## config.mk

```make
export PLATFORM = sky130hd
export DESIGN_NAME = router_fifo
export DESIGN_NICKNAME = d
export VERILOG_FILES = /design/src/rtl/router_fifo.sv
export SDC_FILE = /design/constraint.sdc
export NUM_CORES = 1
export LEC_CHECK = 0
export ABC_AREA = 1
export CAP_MARGIN = 30
export CORE_ASPECT_RATIO = 1.25
export CORE_MARGIN = 2
export CORE_UTILIZATION = 25
export CTS_CLUSTER_DIAMETER = 100
export DETAILED_ROUTE_END_ITERATION = 7
export GPL_ROUTABILITY_DRIVEN = 0
export PLACE_DENSITY = 0.36
export SYNTH_ARGS = -nofsm -noshare
export SYNTH_HDL_FRONTEND = slang
export SYNTH_SLANG_ARGS = --single-unit
export TNS_END_PERCENT = 100
```

## constraint.sdc

```tcl
create_clock -name clk -period 2.9 [get_ports clk]
set_input_delay 0.29 -clock clk [delete_from_list [all_inputs] [get_ports clk]]
set_output_delay 0.29 -clock clk [all_outputs]
set_load 0.005 [all_outputs]
```

## src/rtl/router_fifo.sv

```systemverilog
// Per-destination output buffer of the 1x3 router: a 16-deep FIFO of header-tagged bytes
// with a packet-length counter that clears data_out once a packet's parity byte has been read.
module router_fifo #(
  parameter int WIDTH = 8,
  parameter int DEPTH = 16,
  parameter int AW    = 4
) (
  input  logic             clk,
  input  logic             rst,
  input  logic             soft_reset,
  input  logic             write_enb,
  input  logic             read_enb,
  input  logic             lfd_state,
  input  logic [WIDTH-1:0] data_in,
  output logic [WIDTH-1:0] data_out,
  output logic             full,
  output logic             empty
);

  logic [WIDTH:0]   mem_q [DEPTH];
  logic [AW:0]      wr_ptr_q, wr_ptr_d;
  logic [AW:0]      rd_ptr_q, rd_ptr_d;
  logic [6:0]       pkt_cnt_q, pkt_cnt_d;
  logic [WIDTH-1:0] data_out_q, data_out_d;
  logic             do_wr, do_rd, mem_we;
  logic [WIDTH:0]   rd_word;

  assign empty    = (wr_ptr_q == rd_ptr_q);
  assign full     = (wr_ptr_q[AW] != rd_ptr_q[AW]) &&
                    (wr_ptr_q[AW-1:0] == rd_ptr_q[AW-1:0]);
  assign data_out = data_out_q;

  always_comb begin
    do_wr      = write_enb && !full;
    do_rd      = read_enb && !empty;
    mem_we     = do_wr && !soft_reset;
    rd_word    = mem_q[rd_ptr_q[AW-1:0]];
    wr_ptr_d   = wr_ptr_q;
    rd_ptr_d   = rd_ptr_q;
    pkt_cnt_d  = pkt_cnt_q;
    data_out_d = data_out_q;
    if (soft_reset) begin
      wr_ptr_d   = '0;
      rd_ptr_d   = '0;
      pkt_cnt_d  = '0;
      data_out_d = '0;
    end else begin
      if (do_wr) wr_ptr_d = wr_ptr_q + 1'b1;
      if (do_rd) begin
        rd_ptr_d   = rd_ptr_q + 1'b1;
        data_out_d = rd_word[WIDTH-1:0];
        // Header byte carries payload length in [7:2]; +1 accounts for the parity byte.
        if (rd_word[WIDTH])
          pkt_cnt_d = {1'b0, rd_word[7:2]} + 7'd1;
        else if (pkt_cnt_q != 7'd0)
          pkt_cnt_d = pkt_cnt_q - 7'd1;
      end else if (pkt_cnt_q == 7'd0) begin
        data_out_d = '0;
      end
    end
  end

  always_ff @(posedge clk or negedge rst) begin
    if (!rst) begin
      wr_ptr_q   <= '0;
      rd_ptr_q   <= '0;
      pkt_cnt_q  <= '0;
      data_out_q <= '0;
    end else begin
      wr_ptr_q   <= wr_ptr_d;
      rd_ptr_q   <= rd_ptr_d;
      pkt_cnt_q  <= pkt_cnt_d;
      data_out_q <= data_out_d;
    end
  end

  // Storage is deliberately left out of reset so it maps onto plain RAM.
  always_ff @(posedge clk) begin
    if (mem_we) mem_q[wr_ptr_q[AW-1:0]] <= {lfd_state, data_in};
  end

endmodule

```

==> flow_results.xml <==
<?xml version="1.0" encoding="UTF-8"?>
<metrics>
  <group name="final_layout">
    <metric name="final_cell_area" unit="um2">8960</metric>
    <metric name="nNetsFinal" unit="">782</metric>
    <metric name="final_core_utilization" unit="">0.299</metric>
    <metric name="flow.area_growth_from_synthesis" unit="%">18.8</metric>
    <metric name="layout_cell_share_with_drive_strength_beyond_1" unit="">0.115</metric>
    <metric name="most_common_cell_after_layout_fill_and_taps_aside" unit="">sky130_fd_sc_hd__nand2_1</metric>
    <metric name="insertedDiodeCount" unit="">0</metric>
    <metric name="commonest_cells_after_routing_fill_and_taps_aside" unit="">205 x sky130_fd_sc_hd__nand2_1, 144 x sky130_fd_sc_hd__edfxtp_1, 69 x sky130_fd_sc_hd__inv_1</metric>
  </group>
  <group name="floorplan">
    <metric name="floorplan.io_pins" unit="">24</metric>
    <metric name="floorplan_die_width" unit="um">159</metric>
    <metric name="core.rowCount" unit="">71</metric>
    <metric name="die_area" unit="um2">31600</metric>
    <metric name="initial_core_util" unit="">0.252</metric>
    <metric name="die_height" unit="um">198</metric>
    <metric name="core_region_area" unit="um2">29900</metric>
  </group>
  <group name="logic_synthesis">
    <metric name="postSynthAreaPerCell" unit="um2">10.5</metric>
    <metric name="yosysWarnings" unit="">0</metric>
    <metric name="yosys.area.top_type_share" unit="">0.573</metric>
    <metric name="mappedNetlistNets" unit="">740</metric>
    <metric name="synth-xor-area-share" unit="">0.0105</metric>
    <metric name="ys_seq_elements" unit="">169</metric>
    <metric name="basic_gate_share_of_the_synthesized_area_counting_and_or_nand_and_nor_cells" unit="">0.187</metric>
    <metric name="complex_gate_fraction_of_the_synthesized_area" unit="">0.0652</metric>
    <metric name="synth_area" unit="um2">7540</metric>
    <metric name="synthTopCellsByArea" unit="">sky130_fd_sc_hd__edfxtp_1 57%, sky130_fd_sc_hd__nand2_1 10%, sky130_fd_sc_hd__dfrtp_1 8.3%</metric>
    <metric name="synthDistinctLibCells" unit="">38</metric>
    <metric name="post_synth_mux_area_share" unit="">0</metric>
    <metric name="post_synth_adder_cell_area" unit="">0.0133</metric>
    <metric name="postSynthCellCount" unit="">718</metric>
    <metric name="synth.largest_area_cell" unit="">sky130_fd_sc_hd__edfxtp_1</metric>
    <metric name="ys_seq_area_frac" unit="">0.656</metric>
    <metric name="synth_top_family_by_area" unit="">simple AND/OR/NAND/NOR gates</metric>
  </group>
  <group name="global_route">
    <metric name="grt_pass1_vias" unit="">5317</metric>
    <metric name="grt_antenna_before_repair" unit="">0</metric>
    <metric name="grt_use_total" unit="">0.141</metric>
    <metric name="grt_max_degree" unit="">73</metric>
    <metric name="global_route.overflow_total" unit="">0</metric>
    <metric name="wire_length_of_the_first_global_routing_pass" unit="um">32700</metric>
  </group>
  <group name="route">
    <metric name="detail_route.wirelength" unit="um">21100</metric>
    <metric name="routed-via-count" unit="">5049</metric>
    <metric name="drtPass1Iterations" unit="">4</metric>
    <metric name="routedWlPerCell" unit="um">18.0</metric>
    <metric name="antenna_violating_nets_left" unit="">0</metric>
    <metric name="vias_per_cell" unit="">4.30</metric>
    <metric name="route.detailed.drc" unit="">0</metric>
    <metric name="drt_first_iter_violations" unit="">455</metric>
  </group>
  <group name="job">
    <metric name="maxCapViolations" unit="">0</metric>
  </group>
  <group name="clock_tree">
    <metric name="post_cts_resized" unit="">0</metric>
    <metric name="clock_path_buffers" unit="">2</metric>
    <metric name="clock-sinks" unit="">169</metric>
    <metric name="path_clk_slew" unit="ns">0.06</metric>
    <metric name="postCtsHoldBufs" unit="">0</metric>
    <metric name="worst_skew_pair.late_latency" unit="ns">0.43</metric>
    <metric name="cts_tree" unit="">yes</metric>
    <metric name="cts_inserted_buffers" unit="">17</metric>
    <metric name="cts_setup_buffers" unit="">0</metric>
    <metric name="clock-root-buffer" unit="">sky130_fd_sc_hd__clkbuf_16</metric>
    <metric name="htreeDepth" unit="">4</metric>
  </group>
  <group name="power">
    <metric name="ir_worst_vdd" unit="V">0.000313</metric>
    <metric name="p_per_area" unit="nW/um2">709</metric>
    <metric name="power.static_leakage" unit="nW">3.54</metric>
  </group>
  <group name="critical_path">
    <metric name="critPathCaptureType" unit="">primary output</metric>
    <metric name="ff2ff_setup_slack" unit="ns">0.58</metric>
    <metric name="worst-endpoint-arrival" unit="ns">2.17</metric>
    <metric name="crit_chain" unit="">xor2_1 &gt; nor2_1 &gt; nand2_1 &gt; or2_1 &gt; inv_1 &gt; clkdlybuf4s50_1</metric>
    <metric name="cp_max_fo" unit="">6</metric>
    <metric name="timing.rr.start" unit="">rd_ptr_q[0]</metric>
    <metric name="setup.worst_path.start_class" unit="">flip-flop</metric>
    <metric name="critical_path.reg2reg.endpoint" unit="">pkt_cnt_q[2]</metric>
    <metric name="worst-endpoint-required" unit="ns">2.61</metric>
    <metric name="cpMaxStageDelayCell" unit="">sky130_fd_sc_hd__clkdlybuf4s50_1</metric>
    <metric name="worstSetupPathType" unit="">flip-flop to primary output</metric>
    <metric name="worst_setup_path_startpoint" unit="">rd_ptr_q[3]</metric>
    <metric name="reg2reg_depth" unit="">14</metric>
    <metric name="cpPeakStageDelay" unit="ns">0.51</metric>
    <metric name="endpoint" unit="">full</metric>
  </group>
  <group name="sta">
    <metric name="worst_slack" unit="ns">0.437</metric>
    <metric name="fin_setup_tns" unit="ns">0</metric>
    <metric name="hold_violations" unit="">0</metric>
    <metric name="fin_crit" unit="ns">2.46</metric>
    <metric name="grt_setup_unrepaired" unit="">no</metric>
    <metric name="maxClockFrequency" unit="MHz">406</metric>
    <metric name="worst_clock_skew" unit="ns">0.00785</metric>
    <metric name="timing_max_transition_violations_final" unit="">0</metric>
    <metric name="tightest_slew" unit="ns">0.826</metric>
    <metric name="setup-violations-final" unit="">0</metric>
    <metric name="worst_slew_margin_rel" unit="">0.448</metric>
    <metric name="final.period_utilization" unit="">0.849</metric>
  </group>
  <group name="hold_path">
    <metric name="worst_hold_path_type" unit="">primary input to async pin</metric>
  </group>
  <group name="placed_design">
    <metric name="placement.setup.worst_slack" unit="ns">0.531</metric>
    <metric name="dp_hpwl" unit="um">14200</metric>
    <metric name="placed_cell_area" unit="um2">8320</metric>
    <metric name="placement.io_buffers" unit="">23</metric>
  </group>
  <group name="outcome">
    <metric name="status" unit="">finished, final reports clean</metric>
  </group>
</metrics>
## power breakdown
part           internal (mW)  switching, mW
logic                  0.379          0.718
clock network           1.55          0.945
registers               2.71         0.0494
total                   4.64           1.71
## synth_stat cells (all sizes together)
master	count
o21a	1
nand3b	1
dfrtp	25
buf	25
clkinv	1
a21oi	22
o21ai	44
a32o	3
xor2	5
o21bai	1
inv	80
a221oi	2
o211ai	2
nand3	54
ha	8
nor4	1
nand4	1
o31ai	1
nand2	213
xnor2	4
nor3	7
nor2	57
edfxtp	144
o22ai	7
or2	3
a22oi	3
clkbuf	3
## kinds of logic after synthesis
kind of cell	Yosys count
and+or+nand+nor	337
adders and majority gates	8
DFF	169
AOI/OAI and AO/OA	86
buffers and inverters	109
xor gates and xnor gates	9
## critical path, delay by kind of cell (launching register included)
kind,cells,cell delay (ns)
XOR/XNOR,1,0.19
buffers and inverters,2,0.61
flip-flops,1,0.46
AND/OR/NAND/NOR,3,0.49
## metrics by stage
step                      std cells  hold slack [ns]  total power, mW
after CTS                      1174            0.241             6.46
after detailed placement       1142            0.490             3.93
final                          1174            0.236             6.35
after floorplan                 718         -0.00559             3.57
after global routing           1174            0.264             6.68
after global placement         1142            0.494             3.93
## per-layer routing
| metal | up-vias | wire, um | GRT usage |
|---|---|---|---|
| met1 | 2470 | 9200 | 0.169 |
| met2 | 74 | 10700 | 0.248 |
| met4 | 0 | 645 | 0.0593 |
| met5 | - | 0 | 0 |
| met3 | 28 | 608 | 0.0268 |
| li1 | 2477 | - | - |
## state kept, by name, indices dropped and copies added, names as in the netlist
register and cells:
data_out 8, pkt_cnt_q 7, wr_ptr_q 5, rd_ptr_q 5, mem_q 144
## worst min-delay path by stage
stage,from,end,slack (ns),depth (start not counted)
final,rst,wr_ptr_q[4],0.24,2
after detailed placement,pkt_cnt_q[0],pkt_cnt_q[0],0.49,2
after global placement,pkt_cnt_q[0],pkt_cnt_q[0],0.49,2
after floorplan,rst,data_out[0],-0.006,0
after global routing,rst,wr_ptr_q[4],0.26,2
after CTS,rst,wr_ptr_q[4],0.24,2
## cell type report
| type | instances | area (um2) |
|---|---|---|
| fillers | 3123 | 21000 |
| clock buffers | 21 | 450 |
| well taps | 401 | 502 |
| repair buffers | 51 | 478 |
| flip-flops and latches | 169 | 4950 |
| inverters | 81 | 304 |
| multi-input cells | 440 | 2080 |
| clock inverters | 11 | 193 |
(Power assumes the default switching activity.)
